### config.mk
export PLATFORM = sky130hd
export DESIGN_NAME = hazard_ctrl
export DESIGN_NICKNAME = d
export VERILOG_FILES = /design/src/rtl/core_pkg.sv /design/src/rtl/hazard_perf_cnt.sv /design/src/rtl/hazard_ctrl.sv
export SDC_FILE = /design/constraint.sdc
export NUM_CORES = 1
export LEC_CHECK = 0
export ABC_CLOCK_PERIOD_IN_PS = 3440
export CAP_MARGIN = 15
export CORE_UTILIZATION = 35
export CTS_BUF_LIST = sky130_fd_sc_hd__clkbuf_8 sky130_fd_sc_hd__clkbuf_16
export DETAILED_ROUTE_END_ITERATION = 10
export GPL_ROUTABILITY_DRIVEN = 0
export PLACE_DENSITY = 0.8
export SKIP_CTS_REPAIR_TIMING = 1
export SYNTH_ARGS = -nofsm -noshare
export SYNTH_HDL_FRONTEND = slang
export SYNTH_SLANG_ARGS = --single-unit
### constraint.sdc
create_clock -name clk -period 3.44 [get_ports clk]
set_clock_uncertainty 0.05 [all_clocks]
set_input_delay 0.344 -clock clk [delete_from_list [all_inputs] [get_ports clk]]
set_output_delay 0.344 -clock clk [all_outputs]
set_load 0.02 [all_outputs]
### src/rtl/core_pkg.sv
// Shared pipeline encodings: writeback-source one-hot codes, hazard FSM states
// and E-stage forward selects used by the hazard controller and datapath.
package core_pkg;

    localparam logic [3:0] WB_ALU  = 4'b0001;
    localparam logic [3:0] WB_MEM  = 4'b0010;
    localparam logic [3:0] WB_PC8  = 4'b0100;
    localparam logic [3:0] WB_HILO = 4'b1000;
    localparam logic [3:0] WB_HI   = WB_HILO;
    localparam logic [3:0] WB_LO   = WB_HILO;

    localparam logic [1:0] FWD_RF = 2'b00;
    localparam logic [1:0] FWD_W  = 2'b01;
    localparam logic [1:0] FWD_M  = 2'b10;

    typedef enum logic [1:0] {
        RUN   = 2'd0,
        DMISS = 2'd1,
        MULTW = 2'd2,
        IMISS = 2'd3
    } hzState_t;

    // Register 0 is hardwired to zero, so it never produces a dependency.
    function automatic logic regMatch(input logic [4:0] src, input logic [4:0] dst);
        return (src != 5'd0) && (src == dst);
    endfunction

endpackage

### src/rtl/hazard_perf_cnt.sv
// Saturating event counter with synchronous clear; clear wins over increment.
// Count visible one cycle after the event; holds at all-ones, never backpressures.
module hazard_perf_cnt #(
    parameter int W = 32
) (
    input  logic         clk,
    input  logic         rst,
    input  logic         clr,
    input  logic         inc,
    output logic [W-1:0] cnt
);

    always_ff @(posedge clk or negedge rst) begin
        if (!rst) begin
            cnt <= '0;
        end else if (clr) begin
            cnt <= '0;
        end else if (inc && (cnt != {W{1'b1}})) begin
            cnt <= cnt + W'(1);
        end
    end

endmodule

### src/rtl/hazard_ctrl.sv
// Five-stage hazard unit: zero-latency stall/flush/forward from stage tags, registered
// cause FSM, mult-busy and sticky miss watchdog; HAZARD_PERF_EN adds perf counters.
module hazard_ctrl
    import core_pkg::*;
#(
    parameter int MISS_TIMEOUT = 64,
    parameter int CNT_W        = 32
) (
    input  logic             clk,
    input  logic             rst,
    input  logic             hitF,
    input  logic             hitM,
    input  logic [1:0]       branchD,
    input  logic             jumpd,
    input  logic             pcsrcd,
    input  logic [4:0]       RsD,
    input  logic [4:0]       RtD,
    input  logic [4:0]       RsE,
    input  logic [4:0]       RtE,
    input  logic             RegWriteE,
    input  logic             RegWriteM,
    input  logic             RegWriteW,
    input  logic [4:0]       WriteRegE,
    input  logic [4:0]       WriteRegM,
    input  logic [4:0]       WriteRegW,
    input  logic [3:0]       WBSrcE,
    input  logic [3:0]       WBSrcM,
    input  logic             MultStartE,
    input  logic             MultDoneE,
    output logic             stallF,
    output logic             stallD,
    output logic             stallE,
    output logic             stallM,
    output logic             stallW,
    output logic             flushE,
    output logic             forwardAD,
    output logic             forwardBD,
    output logic [1:0]       forwardAE,
    output logic [1:0]       forwardBE,
`ifdef HAZARD_PERF_EN
    output logic [CNT_W-1:0] perf_dmiss,
    output logic [CNT_W-1:0] perf_imiss,
    output logic [CNT_W-1:0] perf_mult,
    output logic [CNT_W-1:0] perf_lduse,
    output logic [CNT_W-1:0] perf_brstall,
    output logic [CNT_W-1:0] perf_redirect,
`endif
    output logic             miss_err
);

    localparam int              WD_W    = $clog2(MISS_TIMEOUT + 1);
    localparam logic [WD_W-1:0] WD_LAST = WD_W'(MISS_TIMEOUT - 1);

    hzState_t        state;
    hzState_t        nextState;
    logic            multBusy;
    logic            dMiss;
    logic            iMiss;
    logic            multWait;
    logic            fullStall;
    logic            lwStall;
    logic            brStall;
    logic            depStall;
    logic            inMiss;
    logic [WD_W-1:0] wdCnt;

    always_comb begin
        forwardAE = FWD_RF;
        if (RegWriteM && regMatch(RsE, WriteRegM)) begin
            forwardAE = FWD_M;
        end else if (RegWriteW && regMatch(RsE, WriteRegW)) begin
            forwardAE = FWD_W;
        end
        forwardBE = FWD_RF;
        if (RegWriteM && regMatch(RtE, WriteRegM)) begin
            forwardBE = FWD_M;
        end else if (RegWriteW && regMatch(RtE, WriteRegW)) begin
            forwardBE = FWD_W;
        end
    end

    assign forwardAD = RegWriteM && regMatch(RsD, WriteRegM);
    assign forwardBD = RegWriteM && regMatch(RtD, WriteRegM);

    assign lwStall = (WBSrcE == WB_MEM) && (WriteRegE != 5'd0)
                   && ((WriteRegE == RsD) || (WriteRegE == RtD));
    assign brStall = (branchD != 2'b00)
                   && ((RegWriteE && ((WriteRegE == RsD) || (WriteRegE == RtD)))
                    || ((WBSrcM == WB_MEM) && ((WriteRegM == RsD) || (WriteRegM == RtD))));
    assign depStall = lwStall || brStall;

    assign dMiss = !hitM;
    assign iMiss = !hitF;
    // The done pulse releases the pipe in its own cycle, before multBusy clears.
    assign multWait  = multBusy && ((WBSrcE == WB_HI) || (WBSrcE == WB_LO)) && !MultDoneE;
    assign fullStall = dMiss || multWait;

    assign stallF = fullStall || iMiss || depStall;
    assign stallD = fullStall || depStall;
    assign stallE = fullStall;
    assign stallM = fullStall;
    assign stallW = fullStall;
    assign flushE = depStall && !fullStall;

    always_comb begin
        nextState = state;
        unique case (state)
            RUN: begin
                if (dMiss) begin
                    nextState = DMISS;
                end else if (multWait) begin
                    nextState = MULTW;
                end else if (iMiss) begin
                    nextState = IMISS;
                end
            end
            DMISS:   if (hitM) nextState = RUN;
            MULTW:   if (MultDoneE) nextState = RUN;
            IMISS: begin
                if (dMiss) begin
                    nextState = DMISS;
                end else if (hitF) begin
                    nextState = RUN;
                end
            end
            default: nextState = RUN;
        endcase
    end

    // Counts consecutive cycles spent in a miss state, including the entry cycle.
    assign inMiss = (nextState == DMISS) || (nextState == IMISS);

    hazard_perf_cnt #(.W(WD_W)) uWatchdog (
        .clk (clk),
        .rst (rst),
        .clr (!inMiss),
        .inc (inMiss),
        .cnt (wdCnt)
    );

    always_ff @(posedge clk or negedge rst) begin
        if (!rst) begin
            state    <= RUN;
            multBusy <= 1'b0;
            miss_err <= 1'b0;
        end else begin
            state <= nextState;
            if (MultStartE) begin
                multBusy <= 1'b1;
            end else if (MultDoneE) begin
                multBusy <= 1'b0;
            end
            if (inMiss && (wdCnt >= WD_LAST)) begin
                miss_err <= 1'b1;
            end
        end
    end

`ifdef HAZARD_PERF_EN
    hazard_perf_cnt #(.W(CNT_W)) uPerfDmiss (
        .clk (clk), .rst (rst), .clr (1'b0), .inc (state == DMISS), .cnt (perf_dmiss)
    );
    hazard_perf_cnt #(.W(CNT_W)) uPerfImiss (
        .clk (clk), .rst (rst), .clr (1'b0), .inc (state == IMISS), .cnt (perf_imiss)
    );
    hazard_perf_cnt #(.W(CNT_W)) uPerfMult (
        .clk (clk), .rst (rst), .clr (1'b0), .inc (state == MULTW), .cnt (perf_mult)
    );
    hazard_perf_cnt #(.W(CNT_W)) uPerfLduse (
        .clk (clk), .rst (rst), .clr (1'b0), .inc (lwStall), .cnt (perf_lduse)
    );
    hazard_perf_cnt #(.W(CNT_W)) uPerfBrstall (
        .clk (clk), .rst (rst), .clr (1'b0), .inc (brStall), .cnt (perf_brstall)
    );
    hazard_perf_cnt #(.W(CNT_W)) uPerfRedirect (
        .clk (clk), .rst (rst), .clr (1'b0), .inc (jumpd || pcsrcd), .cnt (perf_redirect)
    );
`else
    logic             unusedRedirect;
    logic [CNT_W-1:0] unusedCntW;
    assign unusedRedirect = jumpd ^ pcsrcd;
    assign unusedCntW     = '0;
`endif

endmodule

==> impl_metrics.tcl, run 1 <==
set metrics [dict create \
    path_buf_inv 2 \
    setup_viol 0 \
    grt_pass1_vias 1204 \
    worst-setup-path-type "primary input to primary output" \
    seq_area_frac_synth_pct 23.1 \
    r2r_cells 5 \
    clock.fmax_ghz 0.351 \
    nets 266 \
    antenna_found_initial 0 \
    setup_slack_ps 592 \
    ys_types 35 \
    dieHeight_microns 60.3 \
    ctsLongestPathBuffers 2 \
    io_buffers 66 \
    avgSynthCellArea_sq_um 8.38 \
    finalHoldViolCount 0 \
    hold_path.class "primary input to async pin" \
    relSlewSlack_pct 69.3 \
    rr_endpoint "uWatchdog.cnt[4]$_DFFE_PN0P_" \
    critPathLaunchType "primary input" \
    critPathLaunch "RtE[1]" \
    grt_pass1_wl_microns 5170 \
    ir_drop_v 0.000221 \
    p_total_mw 0.498 \
    maxSlewViolCount 0 \
    die_area_sq_um 3640 \
    post-place-ws_ps 569 \
    grt_max_degree 12 \
    vias 1227 \
    path_max_fanout 3 \
    synthCells 142 \
    crit_path_top_delay_cell "clkdlybuf4s50_1" \
    finalCriticalPeriod_ps 2850 \
    crit_family "buffers and inverters" \
    cts_made_buffers 3 \
    r2r-start "uWatchdog.cnt[0]$_DFFE_PN0P_" \
    diodes 0 \
    maxCapViolations 0 \
    cts.sinks 11 \
    yosys_warnings 0 \
    dpl.cell_count 248 \
    overflow 0 \
    chipWidth_microns 60.3 \
    via_per_inst 4.87 \
    ant_nets 0 \
    synth_top_cell_by_area "xnor2_1" \
    tightestPinTransition_ps 459 \
    tns_ps 0 \
    cts_tree "done" \
    ys_ff_latch 11 \
    cp_cell_sequence "clkdlybuf4s50_1 > or4_4 > nor2_4 > nor4_2 > nor4_2 > clkdlybuf4s50_1" \
    grt_usage_pct 18.8 \
    yosysTopAreaCellShare_pct 27.2 \
    hpwl_microns 2840 \
    drc_errors 0 \
    crit_path_end_kind "primary output" \
    synthTopCellsByArea "xnor2_1 27%, dfrtp_1 23%, nand2_1 4.4%" \
    reg2reg_slack_ps 1770 \
    dr.pass1.iters 4 \
    clk_latency_ps 230 \
    synth_nets 199 \
    ios 69 \
    cellPowerDensity_nw_per_um2 258 \
    coreArea_sq_um 3130 \
    hold-worst-slack_ps 383 \
    clockRootBuffer "clkbuf_8" \
    leakagePower_nw 0.730 \
    synthesis.area_sq_um 1190 \
    drt_iter0_drc 32 \
    status "finished, final reports clean" \
    area_growth_pct 62.0 \
    path_clk_slew_ps 40 \
    drive_gt1_share_pct 5.77 \
    crit_cells 6 \
    initial_core_util_pct 38.0 \
    row_count 20 \
    rsz0062_at_grt "no" \
    layout.cells.non_filler 252 \
    cts_max_level 1 \
    fin_crit_sh_pct 82.8 \
    wl_per_cell_microns 12.7 \
    critPathCapture "forwardBE[0]" \
    drt_wl_total_microns 3190 \
    cpPeakStageDelay_ps 650 \
    crit_arrival_ps 2450 \
    required_ps 3050 \
]
[layer usage]
metal	routed length (microns)	vias up	share of wire (%)	global-route usage, %
met5	0	-	0	0
met4	0	0	0	2.33
met3	150	0	4.7	4.11
met2	1490	31	47	30.3
met1	1550	560	49	26.4
li1	-	636	-	-
[metrics by stage]
stage          util [%]  instance area, sq um
2_1_floorplan         -                  1190
3_3_place_gp       60.2                  1880
3_5_place_dp       60.2                  1880
4_1_cts            61.6                  1930
5_1_grt            61.6                  1930
6_report           61.6                  1930
[how the worst min path moves through the flow]
stage,from,to,cells past startpoint
after global routing,rst,uWatchdog.cnt[4]$_DFFE_PN0P_,1
after global placement,miss_err$_DFFE_PN0P_,miss_err$_DFFE_PN0P_,1
after CTS,rst,miss_err$_DFFE_PN0P_,1
after detailed placement,miss_err$_DFFE_PN0P_,miss_err$_DFFE_PN0P_,1
final,rst,miss_err$_DFFE_PN0P_,1
after floorplan,rst,miss_err$_DFFE_PN0P_,0
[cell usage after synthesis, drive strengths merged]
library cell  count
nand2            14
nand2b            1
a21oi             2
xnor2            37
dfrtp            11
or4               5
nand3             9
nand4b            1
and2              2
nor3              3
inv               5
o21ai             6
nor4              4
o32ai             1
mux2i             1
a211oi            2
nand4             4
buf               2
nor2              9
clkbuf            2
o2111ai           2
o22ai             2
a22oi             1
nor2b             1
xor2              4
nor4b             1
o211a             1
and3              3
and4              1
ha                1
a21o              3
or2               1
[sequential cells by signal, indices dropped and copies added (netlist names)]
register / cells
uWatchdog.cnt: 7
state: 2
miss_err: 1
multBusy: 1
[cell usage in the layout (no fill, tap or decap), types with 2 or more instances in the layout]
cell type and instances:
clkdlybuf4s50_1 66, xnor2_1 37, nand2_1 14, dfrtp_1 11, nand3_1 9, nor2_1 7, inv_1 6, o21ai_0 6
xor2_1 4, nand4_1 4, nor4_2 4, a21o_1 3, or4_1 3, nor3_1 3, and3_1 3, clkbuf_8 3
o22ai_1 2, a211oi_1 2, or4_4 2, nor2_4 2, o2111ai_1 2, a21oi_1 2
[logic make-up after synthesis]
group	count (synthesis)	share of synthesized area, %
simple gates	59	30.1
fa+ha+maj	1	1.05
xor+xnor	41	30.2
compound gates	20	11.3
mux	1	0.841
flops	11	23.1
buf+inv	9	3.47
[power breakdown]
group / total (mW) / switching (mW) / internal [mW]
Clock: 0.119 / 0.0417 / 0.0777
Sequential: 0.162 / 0.0134 / 0.148
Combinational: 0.217 / 0.0945 / 0.122
Total: 0.498 / 0.150 / 0.348
[layout make-up]
class | count | area, sq um
Clock inverter | 1 | 3.75
Sequential cell | 11 | 275
Inverter | 5 | 18.8
Timing Repair Buffer | 66 | 661
Clock buffer | 3 | 41.3
Tap cell | 44 | 55.1
Fill cell | 281 | 1200
Multi-Input combinational cell | 122 | 873
Power figures use the tool's default switching activity.
==> inputs of run 2 (changes only) <==
ABC_CLOCK_PERIOD_IN_PS = 2600   (was 3440)
CORE_UTILIZATION = 34   (was 35)
PLACE_DENSITY = 0.81   (was 0.8)
clock period = 2.6 ns   (was 3.44 ns; I/O delays follow)
==> run 2 against run 1 <==
  * Sequential power up 32%
  * Combinational power up 46%
  * Die area up 2.9%
  * Via count up 9.9%
  * Wire length up 9.7%
  * Final cell count up 11%
  * Sequential share of layout area down 1.5 points
  * Register-to-register slack worse by 840 ps
  * Critical path depth unchanged
  * Core utilization up 2.9 points
==> impl_metrics.tcl, run 2 (synthesized netlist as in run 1, its figures left out) <==
set metrics [dict create \
    via_per_inst 4.81 \
    drive_gt1_share_pct 17.1 \
    grt_pass1_wl_microns 5310 \
    cts_tree "done" \
    stdcell_area_sq_um 2150 \
    overflow 0 \
    crit_path_top_delay_cell "clkdlybuf4s50_1" \
    nets 292 \
    required_ps 2290 \
    r2r-start "uWatchdog.cnt[0]$_DFFE_PN0P_" \
    cts_max_level 1 \
    r2r_cells 5 \
    relSlewSlack_pct 68.0 \
    antenna_found_initial 0 \
    largest_reg_flops 7 \
    clock.fmax_ghz 0.409 \
    hold_path.class "primary input to async pin" \
    fillers 282 \
    cts_made_buffers 3 \
    maxSlewViolCount 0 \
    path_max_fanout 2 \
    drc_errors 0 \
    dieHeight_microns 61.2 \
    cp_cell_sequence "clkdlybuf4s50_1 > buf_4 > or4_1 > o21ai_0 > nor3_1 > clkdlybuf4s50_1" \
    clockRootBuffer "clkbuf_8" \
    finish.utilization_pct 64.6 \
    cpPeakStageDelay_ps 560 \
    die_area_sq_um 3740 \
    status "finished, final reports clean" \
    ant_nets 0 \
    dpl.cell_count 276 \
    hpwl_microns 3060 \
    multiInputGateArea_sq_um 887 \
    fin_crit_sh_pct 94.1 \
    coreArea_sq_um 3340 \
    ir_drop_v 0.000370 \
    finalCriticalPeriod_ps 2450 \
    critPathLaunch "RtD[0]" \
    reg2reg_slack_ps 930 \
    io_buffers 66 \
    row_count 21 \
    cpMostUsedCell "clkdlybuf4s50_1" \
    p_total_mw 0.692 \
    clk_latency_ps 240 \
    tightestPinTransition_ps 479 \
    cellPowerDensity_nw_per_um2 321 \
    cts.sinks 11 \
    grt_pass1_vias 1279 \
    finalHoldViolCount 0 \
    critPathLaunchType "primary input" \
    seq_area_sq_um 275 \
    drt_wl_total_microns 3500 \
    wl_per_cell_microns 12.5 \
    grt_max_degree 12 \
    maxCapViolations 0 \
    ctsLongestPathBuffers 2 \
    mostFrequentLayoutCells "60 x clkdlybuf4s50_1, 37 x xnor2_1, 26 x buf_4" \
    crit_path_end_kind "primary output" \
    drt_iter0_drc 32 \
    chipWidth_microns 61.2 \
    placed_area_sq_um 2080 \
    largestRegisters "uWatchdog.cnt: 7 flops, state: 2 flops" \
    leakagePower_nw 0.945 \
    path_clk_slew_ps 50 \
    dr.pass1.iters 4 \
    largest_register "uWatchdog.cnt" \
    crit_arrival_ps 2140 \
    layout_commonest_cell "clkdlybuf4s50_1" \
    diodes 0 \
    ios 69 \
    initial_core_util_pct 35.7 \
    area_growth_pct 81.1 \
    setup_viol 0 \
    rsz0062_at_grt "no" \
    vias 1348 \
    layout.cells.non_filler 280 \
    worst-setup-path-type "primary input to primary output" \
    grt_usage_pct 18.9 \
]
[run 2: cell types whose count changed in the layout (fill, tap and decap cells not counted)]
cell             change
o32ai_1              -1
dlymetal6s2s_1       +6
o32ai_2              +1
nor4b_1              -1
nor4b_2              +1
buf_4               +26
clkdlybuf4s50_1      -6
[run 2: metal layers]
metal	routed length (microns)	global-route usage, %
met5	0	0
met4	70	5.52
met3	194	2.73
met2	1790	34.3
met1	1450	23.1
[run 2: report_power, final]
part / switching [mW] / internal, mW / total [mW]
Sequential: 0.0176 / 0.196 / 0.214
Clock: 0.0584 / 0.103 / 0.161
Combinational: 0.131 / 0.185 / 0.317
Total: 0.207 / 0.485 / 0.692
[run 2: through the flow]
step | hold slack, ps | TNS [ps] | setup WS [ps]
after floorplan | -85.6 | 0 | 787
after global placement | 392 | -62.0 | -37.6
after detailed placement | 396 | -80.9 | -40.9
after CTS | 307 | -105 | -50.9
after global routing | 347 | 0 | 68.7
final | 302 | 0 | 153
[run 2: path summary, 6_finish.rpt]
kind	to
max reg2reg	uWatchdog.cnt[4]$_DFFE_PN0P_
min	miss_err$_DFFE_PN0P_
max in group asynchronous	uWatchdog.cnt[0]$_DFFE_PN0P_
max	forwardBD
min reg2reg	miss_err$_DFFE_PN0P_
min in group clk	miss_err$_DFFE_PN0P_
[run 2: layout make-up]
cell class | instances | area share (%)
flip-flops and latches | 11 | 12.8
repair buffers | 92 | 40.4
clock buffers | 3 | 1.92
well taps | 46 | 2.67
multi-input cells | 122 | 41.2
inverters | 5 | 0.871
clock inverters | 1 | 0.174
[run 2: critical path, delay by kind of cell]
| family | cells | cell delay, ps |
|---|---|---|
| buffers and inverters | 3 | 1150 |
| and+or+nand+nor | 2 | 570 |
| AOI/OAI and AO/OA | 1 | 160 |
==> inputs of run 3 (changes only) <==
CTS_CLUSTER_DIAMETER = 50   (was default)
==> results of run 3 <==
Final layout, timing and power as in run 2 (identical DEF).
